[config.mk]
export PLATFORM = sky130hd
export DESIGN_NAME = board_renderer
export DESIGN_NICKNAME = d
export VERILOG_FILES = /design/src/rtl/board_renderer.sv
export SDC_FILE = /design/constraint.sdc
export NUM_CORES = 1
export LEC_CHECK = 0
export ABC_AREA = 1
export CAP_MARGIN = 25
export CORE_MARGIN = 10
export CORE_UTILIZATION = 30
export CTS_BUF_LIST = sky130_fd_sc_hd__clkbuf_8 sky130_fd_sc_hd__clkbuf_16
export DETAILED_ROUTE_END_ITERATION = 16
export HOLD_SLACK_MARGIN = 0.05
export SETUP_SLACK_MARGIN = 0.05
export SLEW_MARGIN = 20
export SYNTH_ARGS = -nofsm -noshare
export SYNTH_HDL_FRONTEND = slang
export SYNTH_SLANG_ARGS = --single-unit
[constraint.sdc]
create_clock -name clk -period 2.2 [get_ports clk]
set_input_delay 0.44 -clock clk [delete_from_list [all_inputs] [get_ports clk]]
set_output_delay 0.44 -clock clk [all_outputs]
set_load 0.05 [all_outputs]
[src/rtl/board_renderer.sv]
// Pixel-colour stage behind the VGA timing generator: renders a 4x4 board of tile
// exponents from a per-frame shadow copy and re-times hsync/vsync to match the colour.
// Optional macro NEW_TILE_FLASH_EN adds cell_new and white flashing of new tiles.
module board_renderer #(
    parameter int unsigned BOARD_X0   = 128,
    parameter int unsigned BOARD_Y0   = 48,
    parameter int unsigned TILE_PITCH = 96,
    parameter int unsigned GAP        = 6
`ifdef NEW_TILE_FLASH_EN
    ,
    parameter int unsigned FLASH_FRAMES = 8
`endif
) (
    input  logic       clk,
    input  logic       reset_n,
    input  logic [9:0] hpos,
    input  logic [9:0] vpos,
    input  logic       display_on,
    input  logic       hsync_in,
    input  logic       vsync_in,
    input  logic       cell_we,
    input  logic [3:0] cell_addr,
    input  logic [3:0] cell_val,
`ifdef NEW_TILE_FLASH_EN
    input  logic       cell_new,
`endif
    output logic [3:0] red,
    output logic [3:0] green,
    output logic [3:0] blue,
    output logic       hsync,
    output logic       vsync
);

    localparam int unsigned POS_W  = 10;
    localparam int unsigned OFF_W  = 7;
    localparam int unsigned IDX_W  = 2;
    localparam int unsigned VAL_W  = 4;
    localparam int unsigned RGB_W  = 12;
    localparam int unsigned CELLS  = 16;
    localparam int unsigned BOARD_N = 4;
    localparam logic [RGB_W-1:0] BG_RGB = 12'h333;

    logic [POS_W-1:0] r_prev_hpos;
    logic             r_stb_d;
    logic             r_vs_prev;
    logic             w_stb;
    logic             w_vs_fall;

    logic [OFF_W-1:0] r_x_off, r_y_off, w_x_off_nxt, w_y_off_nxt;
    logic [IDX_W-1:0] r_col, r_row, w_col_nxt, w_row_nxt;
    logic             r_in_x, r_in_y, w_in_x_nxt, w_in_y_nxt;
    logic             r_de_s1, r_hs_s1, r_vs_s1;

    logic [VAL_W-1:0] r_live   [CELLS];
    logic [VAL_W-1:0] r_shadow [CELLS];
    logic [VAL_W-1:0] w_live_nxt [CELLS];
    logic [VAL_W-1:0] w_tile_val;
    logic             w_in_tile;

    logic [RGB_W-1:0] r_rgb, w_rgb;
    logic             r_hsync, r_vsync;

    assign w_stb     = (hpos != r_prev_hpos);
    assign w_vs_fall = r_vs_prev & ~vsync_in;

    function automatic logic [RGB_W-1:0] palette(input logic [VAL_W-1:0] v);
        logic [RGB_W-1:0] c;
        case (v)
            4'd0:                      c = 12'hCBA;
            4'd1:                      c = 12'hEED;
            4'd2:                      c = 12'hEDB;
            4'd3:                      c = 12'hFB7;
            4'd4:                      c = 12'hF96;
            4'd5:                      c = 12'hF75;
            4'd6:                      c = 12'hF53;
            4'd7, 4'd8, 4'd9, 4'd10:   c = {8'hEC, VAL_W'(v - 4'd3)};
            default:                   c = 12'h332;
        endcase
        return c;
    endfunction

    // Sample-every-clk registers: pixel strobe and vsync edge detect.
    always_ff @(posedge clk or negedge reset_n) begin
        if (!reset_n) begin
            r_prev_hpos <= '0;
            r_stb_d     <= 1'b0;
            r_vs_prev   <= 1'b1;
        end else begin
            r_prev_hpos <= hpos;
            r_stb_d     <= w_stb;
            r_vs_prev   <= vsync_in;
        end
    end

    // Incremental tile position tracking; each axis restarts at the board edge.
    always_comb begin
        w_x_off_nxt = r_x_off + OFF_W'(1);
        w_col_nxt   = r_col;
        w_in_x_nxt  = r_in_x;
        if (hpos == POS_W'(BOARD_X0)) begin
            w_x_off_nxt = '0;
            w_col_nxt   = '0;
            w_in_x_nxt  = 1'b1;
        end else if (r_x_off == OFF_W'(TILE_PITCH - 1)) begin
            w_x_off_nxt = '0;
            w_col_nxt   = r_col + IDX_W'(1);
            if (r_col == IDX_W'(BOARD_N - 1)) w_in_x_nxt = 1'b0;
        end

        w_y_off_nxt = r_y_off + OFF_W'(1);
        w_row_nxt   = r_row;
        w_in_y_nxt  = r_in_y;
        if (vpos == POS_W'(BOARD_Y0)) begin
            w_y_off_nxt = '0;
            w_row_nxt   = '0;
            w_in_y_nxt  = 1'b1;
        end else if (r_y_off == OFF_W'(TILE_PITCH - 1)) begin
            w_y_off_nxt = '0;
            w_row_nxt   = r_row + IDX_W'(1);
            if (r_row == IDX_W'(BOARD_N - 1)) w_in_y_nxt = 1'b0;
        end
    end

    always_ff @(posedge clk or negedge reset_n) begin
        if (!reset_n) begin
            r_x_off <= '0;
            r_col   <= '0;
            r_in_x  <= 1'b0;
            r_y_off <= '0;
            r_row   <= '0;
            r_in_y  <= 1'b0;
            r_de_s1 <= 1'b0;
            r_hs_s1 <= 1'b1;
            r_vs_s1 <= 1'b1;
        end else if (w_stb) begin
            r_x_off <= w_x_off_nxt;
            r_col   <= w_col_nxt;
            r_in_x  <= w_in_x_nxt;
            if (hpos == '0) begin
                r_y_off <= w_y_off_nxt;
                r_row   <= w_row_nxt;
                r_in_y  <= w_in_y_nxt;
            end
            r_de_s1 <= display_on;
            r_hs_s1 <= hsync_in;
            r_vs_s1 <= vsync_in;
        end
    end

    // Live board takes writes; shadow snapshots it (including a same-clk write) at vsync fall.
    always_comb begin
        w_live_nxt = r_live;
        if (cell_we) w_live_nxt[cell_addr] = cell_val;
    end

    always_ff @(posedge clk or negedge reset_n) begin
        if (!reset_n) begin
            r_live   <= '{default: '0};
            r_shadow <= '{default: '0};
        end else begin
            r_live <= w_live_nxt;
            if (w_vs_fall) r_shadow <= w_live_nxt;
        end
    end

    assign w_tile_val = r_shadow[{r_row, r_col}];
    assign w_in_tile  = r_in_x && r_in_y && (r_x_off >= OFF_W'(GAP)) && (r_y_off >= OFF_W'(GAP));

`ifdef NEW_TILE_FLASH_EN
    localparam int unsigned CNT_W = 3;

    logic [CNT_W-1:0] r_flash_cnt [CELLS];
    logic [CNT_W-1:0] w_flash_cnt_nxt [CELLS];
    logic [CELLS-1:0] r_flash_sh, w_flash_sh_nxt;

    // Counters tick on vsync fall; a write (re)loads or clears its cell after the tick.
    always_comb begin
        for (int i = 0; i < CELLS; i++) begin
            w_flash_cnt_nxt[i] = r_flash_cnt[i];
            w_flash_sh_nxt[i]  = (r_flash_cnt[i] != '0);
            if (w_vs_fall && r_flash_cnt[i] != '0) w_flash_cnt_nxt[i] = r_flash_cnt[i] - CNT_W'(1);
        end
        if (cell_we) begin
            w_flash_cnt_nxt[cell_addr] = cell_new ? CNT_W'(FLASH_FRAMES - 1) : '0;
            w_flash_sh_nxt[cell_addr]  = cell_new;
        end
    end

    always_ff @(posedge clk or negedge reset_n) begin
        if (!reset_n) begin
            r_flash_cnt <= '{default: '0};
            r_flash_sh  <= '0;
        end else begin
            r_flash_cnt <= w_flash_cnt_nxt;
            if (w_vs_fall) r_flash_sh <= w_flash_sh_nxt;
        end
    end

    always_comb begin
        w_rgb = '0;
        if (r_de_s1) begin
            if (!w_in_tile)                      w_rgb = BG_RGB;
            else if (r_flash_sh[{r_row, r_col}]) w_rgb = 12'hFFF;
            else                                 w_rgb = palette(w_tile_val);
        end
    end
`else
    always_comb begin
        w_rgb = '0;
        if (r_de_s1) begin
            if (!w_in_tile) w_rgb = BG_RGB;
            else            w_rgb = palette(w_tile_val);
        end
    end
`endif

    // Stage 2: colour and delayed syncs leave together.
    always_ff @(posedge clk or negedge reset_n) begin
        if (!reset_n) begin
            r_rgb   <= '0;
            r_hsync <= 1'b1;
            r_vsync <= 1'b1;
        end else if (r_stb_d) begin
            r_rgb   <= w_rgb;
            r_hsync <= r_hs_s1;
            r_vsync <= r_vs_s1;
        end
    end

    assign red   = r_rgb[11:8];
    assign green = r_rgb[7:4];
    assign blue  = r_rgb[3:0];
    assign hsync = r_hsync;
    assign vsync = r_vsync;

endmodule

==> insert_results.sql <==
INSERT INTO impl_metrics (metric_group, metric, value, unit) VALUES
('sta', 'slew_at_the_pin_closest_to_its_max_slew_limit', '0.566', 'ns'),
('cells_and_area', 'layout.cells.most_common', 'sky130_fd_sc_hd__nand2_1', ''),
('status', 'status', 'finished with violations', ''),
('die', 'core_area', '25300', 'sq um'),
('sta', 'final.setup_skew', '0.0131', 'ns'),
('setup_path', 'crit_required', '2.53', 'ns'),
('sta', 'setup_violations', '11', ''),
('global_routing', 'global_route.usage.met1', '14.3', '%'),
('global_routing', 'grt_pass1_wl', '32100', 'microns'),
('clock_tree', 'htreeDepth', '4', ''),
('min_path', 'whs_path_depth', '2', ''),
('power_and_ir_drop', 'power_per_cell_area', '995', 'nW/um^2'),
('die', 'initial_utilization', '30.6', '%'),
('setup_path', 'cp-start-kind', 'flip-flop', ''),
('sta', 'maxClockFrequency', '426', 'MHz'),
('clock_tree', 'clock_latency', '0.44', 'ns'),
('drt', 'drt-wirelength-per-cell', '14.1', 'microns'),
('place', 'buffers_on_ports', '47', ''),
('sta', 'grt_setup_unrepaired', 'yes', ''),
('synth', 'synth_edf_count', '0', ''),
('sta', 'final.period_utilization', '107', '%'),
('synth', 'syn-mean-instance-area', '8.84', 'sq um'),
('cells_and_area', 'area.sequential', '4410', 'sq um'),
('drt', 'drt_wl_total', '18900', 'microns'),
('synth', 'yosys_warnings', '0', ''),
('cells_and_area', 'fin_cells', '1338', ''),
('setup_path', 'cp_max_fo', '15', ''),
('drt', 'routed-via-count', '6083', ''),
('die', 'rows', '58', ''),
('min_path', 'hold-path-endpoint', 'r_hs_s1', ''),
('clock_tree', 'cts_buffer_depth', '2', ''),
('synth', 'asyncSetResetFlopFracSynth', '100', '%'),
('min_path', 'hold_start', 'r_hs_s1', ''),
('sta', 'timing.final.ws_setup', '-0.150', 'ns'),
('place', 'numPlacedInstances', '1295', ''),
('power_and_ir_drop', 'static_leakage', '4.66', 'nW'),
('clock_tree', 'tritoncts.num_buffers', '17', ''),
('global_routing', 'grt_pass1_vias', '6321', ''),
('global_routing', 'top_usage_layer', 'met2', ''),
('cells_and_area', 'areaGrowthSynthToFinish', '28.1', '%'),
('synth', 'synth_seq_cells', '176', ''),
('sta', 'slew_viol_final', '0', ''),
('setup_path', 'critical_path_arrival', '2.68', 'ns'),
('sta', 'max_slew_margin', '62.3', '%'),
('drt', 'vias_per_cell', '4.55', ''),
('cells_and_area', 'insertedDiodeCount', '0', ''),
('synth', 'syn_inst', '878', ''),
('cells_and_area', 'fin_nets', '1039', ''),
('drt', 'drc', '0', ''),
('die', 'die_outline_area', '32700', 'sq um'),
('setup_path', 'end_kind', 'flip-flop', ''),
('cells_and_area', 'multiInputGateArea', '2990', 'sq um'),
('global_routing', 'maximum_number_of_pins_on_one_net_before_global_route_repair', '57', ''),
('setup_path', 'worstReg2RegEnd', 'r_rgb[8]', ''),
('status', 'violated_checks', 'setup timing', ''),
('cells_and_area', 'layout.filler_cells', '2536', ''),
('die', 'floorplan.die.height', '181', 'microns'),
('drt', 'first_pass_iters', '7', ''),
('clock_tree', 'cts.sink_count', '176', ''),
('synth', 'yosys_most_used_dff', 'sky130_fd_sc_hd__dfrtp_1', ''),
('cells_and_area', 'final_util', '39.2', '%'),
('die', 'die_width', '181', 'microns'),
('power_and_ir_drop', 'power', '9.89', 'mW'),
('setup_path', 'rrSetupSlack', '-0.15', 'ns'),
('global_routing', 'grt_util_met3', '2.62', '%'),
('synth', 'synth.yosys.seq_area_share', '56.8', '%'),
('cells_and_area', 'layout-drive-gt1-share', '18.4', '%'),
('min_path', 'hold_path.class', 'reg2reg', ''),
('place', 'place_ws', '-0.128', 'ns'),
('setup_path', 'r2r-start', 'r_col[0]', ''),
('clock_tree', 'cts.root.buffer_cell', 'sky130_fd_sc_hd__clkbuf_16', '');
-- final cells by class --
type                            instances  share of cell area [%]
Sequential cell                       176                    44.4
Multi-Input combinational cell        573                    30.1
Timing Repair Buffer                  128                    11.8
Clock buffer                           17                    4.28
Tap cell                              330                    4.15
Inverter                               99                    3.84
Clock inverter                         15                    1.44
-- Yosys cell counts, types with 7 or more instances --
cell type	count	share of area [%]
sky130_fd_sc_hd__xnor2_1	7	0.79
sky130_fd_sc_hd__inv_1	93	4.5
sky130_fd_sc_hd__a21oi_1	37	2.4
sky130_fd_sc_hd__o21ai_1	12	0.77
sky130_fd_sc_hd__o21ai_0	124	8.0
sky130_fd_sc_hd__nor3_1	18	1.2
sky130_fd_sc_hd__nand3_1	55	3.5
sky130_fd_sc_hd__dfrtp_1	171	55
sky130_fd_sc_hd__nor2_1	40	1.9
sky130_fd_sc_hd__nand2_1	217	10
sky130_fd_sc_hd__ha_1	10	1.6
sky130_fd_sc_hd__clkbuf_1	13	0.63
sky130_fd_sc_hd__mux2_2	16	2.3
sky130_fd_sc_hd__buf_2	8	0.52
-- sequential cells by signal (all words and copies together), names as in the netlist, 2 cells and up --
register     flops
r_rgb           11
r_x_off          7
r_col            2
r_prev_hpos     10
r_row            2
r_y_off          7
r_shadow        64
r_live          64
-- how the worst max path moves through the flow --
stage                  start  endpoint  cells after the start
floorplan           r_col[0]  r_rgb[9]                     20
global placement    r_col[0]  r_rgb[0]                     15
detailed placement  r_col[0]  r_rgb[0]                     15
CTS                 r_col[0]  r_rgb[9]                     18
global route        r_col[0]  r_rgb[9]                     20
finish              r_col[0]  r_rgb[8]                     20
-- report_power, final --
part	switching, mW	internal (mW)
Sequential	0.247	3.84
Combinational	1.67	1.21
Clock	1.42	1.50
Total	3.33	6.55
-- cells by family after synthesis --
group | count (synthesis) | synth area share, %
flops | 176 | 56.8
compound gates | 185 | 12.3
mux | 16 | 2.32
simple gates | 352 | 19.2
fa+ha+maj | 10 | 1.61
xor+xnor | 10 | 1.13
buf+inv | 129 | 6.61
-- critical path, cell delays in order, from the launching register on --
cell                      delay [ns]
sky130_fd_sc_hd__dfrtp_2        0.45
sky130_fd_sc_hd__buf_6          0.14
sky130_fd_sc_hd__inv_8          0.09
sky130_fd_sc_hd__a21oi_1        0.08
sky130_fd_sc_hd__o21ai_1        0.11
sky130_fd_sc_hd__nand3_1        0.12
sky130_fd_sc_hd__nand3_2        0.10
sky130_fd_sc_hd__nand2_4        0.08
sky130_fd_sc_hd__inv_4          0.08
sky130_fd_sc_hd__ha_4           0.13
sky130_fd_sc_hd__nor2_1         0.04
sky130_fd_sc_hd__inv_1          0.06
sky130_fd_sc_hd__nor2_1         0.05
sky130_fd_sc_hd__inv_1          0.07
sky130_fd_sc_hd__nand3_2        0.11
sky130_fd_sc_hd__nand2_4        0.12
sky130_fd_sc_hd__inv_2          0.04
sky130_fd_sc_hd__nand3_2        0.07
sky130_fd_sc_hd__nand2_2        0.09
sky130_fd_sc_hd__o21ai_2        0.15
sky130_fd_sc_hd__nand2_1        0.06
-- routing by layer --
| metal | wire length, microns | vias up |
|---|---|---|
| li1 | - | 3105 |
| met1 | 8690 | 2862 |
| met2 | 9270 | 94 |
| met3 | 609 | 22 |
| met4 | 324 | 0 |
| met5 | 0 | - |
-- through the flow --
step	hold slack, ns	area (sq um)	setup TNS, ns
after floorplan	0.144	7830	-0.424
after global placement	0.452	9160	-0.920
after detailed placement	0.451	9160	-1.34
after CTS	0.467	9850	-0.781
after global routing	0.493	9940	-3.38
final	0.464	9940	-1.30
-- what timing repair did --
action | CTS | global route
hold endpoints to repair | 46 | 0
resized for setup | 24 | 22
endpoints found under the setup margin | 13 | 11
pin swaps | 13 | 15
cloned | 1 | 0
hold buffers | 1 | 0
buffers inserted | 8 | 2
(Power assumes the default switching activity.)
